$ cat src/rtl/operand_fetch_stage.sv
// Operand-fetch stage: IF/OF pipeline latch with stall/flush, 16x32 register file
// with write-back port and same-cycle bypass, immediate and branch-target generation.
module operand_fetch_stage #(
  parameter int unsigned NUM_REGS = 16,
  parameter logic [31:0] SP_INIT  = 32'h0000_0FFC,
  parameter logic [31:0] NOP_INST = 32'h6800_0000
) (
  input  logic        clk,
  input  logic        reset,
  input  logic [31:0] if_inst,
  input  logic [31:0] if_pc,
  input  logic        if_valid,
  input  logic        stall,
  input  logic        flush,
  input  logic        wb_en,
  input  logic [3:0]  wb_rd,
  input  logic [31:0] wb_data,
  output logic        of_valid,
  output logic [31:0] of_pc,
  output logic [31:0] of_inst,
  output logic [4:0]  opcode,
  output logic        is_imm,
  output logic [3:0]  rd_addr,
  output logic [31:0] op1,
  output logic [31:0] op2,
  output logic [31:0] immx,
  output logic [31:0] branch_target
);

  typedef enum logic [4:0] {
    OP_ST   = 5'b01111,
    OP_CALL = 5'b10011,
    OP_RET  = 5'b10100
  } opcode_e;

  localparam int unsigned SP_IDX = 14;
  localparam logic [3:0]  RA_IDX = 4'd15;

  // IF/OF latch
  logic        valid_q, valid_d;
  logic [31:0] pc_q,    pc_d;
  logic [31:0] inst_q,  inst_d;

  always_comb begin
    valid_d = valid_q;
    pc_d    = pc_q;
    inst_d  = inst_q;
    if (flush) begin
      valid_d = 1'b0;
      pc_d    = if_pc;
      inst_d  = NOP_INST;
    end else if (!stall) begin
      valid_d = if_valid;
      pc_d    = if_pc;
      inst_d  = if_valid ? if_inst : NOP_INST;
    end
  end

  always_ff @(posedge clk or posedge reset) begin
    if (reset) begin
      valid_q <= 1'b0;
      pc_q    <= '0;
      inst_q  <= NOP_INST;
    end else begin
      valid_q <= valid_d;
      pc_q    <= pc_d;
      inst_q  <= inst_d;
    end
  end

  // Register file; writes are independent of stall/flush
  logic [31:0] rf_q [NUM_REGS];

  always_ff @(posedge clk or posedge reset) begin
    if (reset) begin
      for (int unsigned i = 0; i < NUM_REGS; i++) begin
        rf_q[i] <= (i == SP_IDX) ? SP_INIT : '0;
      end
    end else if (wb_en) begin
      rf_q[wb_rd] <= wb_data;
    end
  end

  // Decode
  logic [3:0] rd_fld, rs1_fld, rs2_fld;
  logic [3:0] addr_a, addr_b;

  always_comb begin
    rd_fld  = inst_q[25:22];
    rs1_fld = inst_q[21:18];
    rs2_fld = inst_q[17:14];
    addr_a  = (inst_q[31:27] == OP_RET)  ? RA_IDX : rs1_fld;
    addr_b  = (inst_q[31:27] == OP_ST)   ? rd_fld : rs2_fld;
    rd_addr = (inst_q[31:27] == OP_CALL) ? RA_IDX : rd_fld;
  end

  // Write-through bypass lets a same-cycle write-back be seen by either port
  always_comb begin
    op1 = (wb_en && (wb_rd == addr_a)) ? wb_data : rf_q[addr_a];
    op2 = (wb_en && (wb_rd == addr_b)) ? wb_data : rf_q[addr_b];
  end

  always_comb begin
    of_valid      = valid_q;
    of_pc         = pc_q;
    of_inst       = inst_q;
    opcode        = inst_q[31:27];
    is_imm        = inst_q[26];
    immx          = {{14{inst_q[17]}}, inst_q[17:0]};
    branch_target = pc_q + {{3{inst_q[26]}}, inst_q[26:0], 2'b00};
  end

endmodule

$ cat config.mk
export PLATFORM = sky130hd
export DESIGN_NAME = operand_fetch_stage
export DESIGN_NICKNAME = d
export VERILOG_FILES = /design/src/rtl/operand_fetch_stage.sv
export SDC_FILE = /design/constraint.sdc
export NUM_CORES = 2
export LEC_CHECK = 0
export CORE_UTILIZATION = 40
export DETAILED_ROUTE_END_ITERATION = 7
export REMOVE_ABC_BUFFERS = 1
export SLEW_MARGIN = 10
export SYNTH_ARGS = -nofsm -noshare
export SYNTH_HDL_FRONTEND = slang
export SYNTH_SLANG_ARGS = --single-unit
$ cat constraint.sdc
create_clock -name clk -period 33.8 [get_ports clk]
set_input_delay 5.07 -clock clk [delete_from_list [all_inputs] [get_ports clk]]
set_output_delay 5.07 -clock clk [all_outputs]
set_load 0.05 [all_outputs]
==> summary.md <==
| Metric | Value |
|---|---|
| Finished Layout Cells | ~4200 |
| Pin slew with the least headroom to its limit | roughly 1.4 ns |
| H-Tree Depth | 3 |
| Most common cell after layout, fill and taps aside | dfrtp_1 |
| Highest clock rate | about 74 MHz |
| CTS tree | yes |
| Largest net degree at the start of global routing | 195 |
| Most frequent cells in the layout | 562 x dfrtp_1, 512 x mux2_2, 374 x nand2_1, 308 x clkdlybuf4s50_1, 264 x mux2i_1 |
| DIE AREA | a little over 80000 um2 |
| Crit share post-route | around 40% |
| Clock net sink count | just under 600 |
| Worst-path clk slew | about 0.05 ns |
| Placed cells | just over 4000 |
| Leak | about 0.017 uW |
| Maxcap violations | 0 |
| Setup crit end kind | primary output |
| Hold WS | around 0.49 ns |
| Total grt overflow | 0 |
| Sequential fraction of the synthesis area | between 40% and 50% |
| Yosys top cell area share | a little over two fifths |
| Port Buffer Count | between 300 and 400 |
| Number of routed nets with antenna violations | 0 |
| Initial antenna violation count | 6 |
| Synthesized area | 32400 um2 |
| Final setup TNS | 0 ns |
| Die Wd | around 290 um |
| Hold Crit Class | flop to flop |
| I/O Pins | 309 |
| Nets | 3198 |
| Final Hold Viols | 0 |
| Postcts setup bufs | 0 |
| Gpl congestion | about 0.90 |
| Global router's overall resource usage | 26.9% |
| Synthesized instance count | 2931 |
| Post-Route WL | roughly 110000 um |
| Max VDD drop | approximately 0.037 mV |
| Area leader, netlist | dfrtp_1 |
| Unrepaired setup endpoints after global routing | false |
| Slew Viols, Final | 0 |
| Run status | complete, no violations |
| Clock Latency Late Sink | between 0.6 and 0.7 ns |
| DRC Markers | 0 |
| Post-CTS Hold Buffers | 0 |
| Die H | roughly 290 um |
| EDFF count, synth | 0 |
| Max_slew headroom | approximately 5.5% |
| Netlist cell types | between 60 and 70 |
| Std-Cell Rows | 104 |
| Vias per cell | 6.14 |
| Wire length per cell | approximately 27 um |
| Final setup viols | 0 |
| First-pass iteration count of the detailed router | 5 |
| Crit Path Class | primary input to primary output |
| Core Region | approximately 80000 um2 |
| Via Count | between 20000 and 30000 |
| Final core occ | 47.8% |
| Clock skew | 0 ns |
| Global-route wire length before repair | 167000 um |
| Layout fillers | 7200 |
| Crit path max fanout | 40 |
| Startpoint types | primary input |
| Async S/R FF share, synth | 100% |
| Syn avg cell area | roughly 11 um2 |
| CTS Buf Count | 69 |
| Crit path required time | between 20 and 30 ns |
| Power per Cell Area | roughly 61 nW/um2 |
| Initial Util | 40.3% |
| Post-synthesis register bit count | a little under 600 |
| Root buffer cell | clkbuf_16 |
| Share of layout cells above drive strength 1 | between 20% and 30% |
| Area contributors post-synth | dfrtp_1 44%, mux2_2 18%, mux2i_1 8.2%, nand2_1 4.3%, o22ai_1 2.5% |
| CTS max path bufs | 3 |
| Post-DP HPWL | between 60000 and 70000 um |
| Synth warnings | 0 |
| Post-cts resize count | 0 |
| Main synth FF type | dfrtp_1 |
| Layout area overhead | 18.5% |
| Fin crit period | roughly 14 ns |
| Number of global-route vias before repair | around 25000 |
| Initial drt markers | 2423 |
| WP data arrival | ~8.5 ns |
## layer usage
| layer | GRT usage [%] | up-vias | part of all wire, % |
|---|---|---|---|
| met5 | 0 | - | 0 |
| met4 | 8.02 | 0 | 2.6 |
| met3 | 4.51 | 207 | 7.3 |
| met2 | 42.1 | 1140 | 46 |
| met1 | 38.2 | 13263 | 44 |
| li1 | - | 11043 | - |
## report_power, final
part	internal, uW	switching [uW]
Combinational	295	345
Clock	439	307
Sequential	842	119
Total	1580	771
## layout make-up
class / count / area [um2] / share of cell area (%)
Clock buffer: 98 / 2050 / 5.34
Sequential cell: 577 / 14500 / 37.6
Timing Repair Buffer: 361 / 3490 / 9.09
Antenna cell: 4 / 10.0 / 0.0260
Multi-Input combinational cell: 2038 / 16800 / 43.7
Tap cell: 1060 / 1330 / 3.45
Inverter: 15 / 63.8 / 0.166
Clock inverter: 24 / 211 / 0.550
## worst paths after layout
check	start	cells past startpoint	slack, ns	endpoint
max	wb_rd[0]	8	20.22	op2[5]
min	of_valid$_DFFE_PP0P_	2	0.49	of_valid$_DFFE_PP0P_
max reg2reg	of_inst[18]$_DFFE_PP0P_	2	31.86	of_inst[18]$_DFFE_PP0P_
min reg2reg	of_valid$_DFFE_PP0P_	2	0.49	of_valid$_DFFE_PP0P_
max in group asynchronous	reset	4	26.22	rf_q[263]$_DFFE_PP0P_
min in group asynchronous	reset	2	4.98	of_pc[1]$_DFFE_PP0P_
## cells by family after synthesis
logic type	after synthesis	share of synthesized area, %
multiplexers	812	28.4
AND/OR/NAND/NOR	625	8.80
flip-flops	577	44.6
AO/OA/AOI/OAI	537	11.8
buffers and inverters	316	4.40
XOR/XNOR	34	0.919
adder cells (fa/ha/maj)	30	1.18
## state kept, by name, indices dropped and copies added, names as in the netlist
register / cells
of_inst: 32
of_pc: 32
of_valid: 1
rf_q: 512
## Yosys cell counts, types with 33 or more instances
library cell and instances:
buf_2 63, mux2i_1 265, buf_4 41, and2_1 33, nor4_1 33, nor2_1 64
o22ai_1 128, a311oi_1 63, a21oi_1 61, nand2_1 375, dfrtp_1 564, and3_1 33
nor2b_1 36, o21ai_0 36, mux4_2 34, mux2_2 512, clkbuf_1 168
## stage by stage
step / area, um2 / power, uW / setup slack [ns]
after floorplan: 31000 / 1420 / 5.70
after global placement: 36200 / 1580 / 20.27
after detailed placement: 36200 / 1610 / 20.20
after CTS: 38400 / 2360 / 20.18
after global routing: 38400 / 2450 / 20.01
final: 38400 / 2350 / 20.22
## critical path, cell delays in order
cell and delay (ns):
clkdlybuf4s50_1 0.68, xnor2_1 0.16, and3_1 0.17, o221ai_1 0.11, or3_2 0.82, buf_4 0.42
a21oi_1 0.21, clkdlybuf4s50_1 0.82
Note: power is estimated with default switching activity, not from simulation.
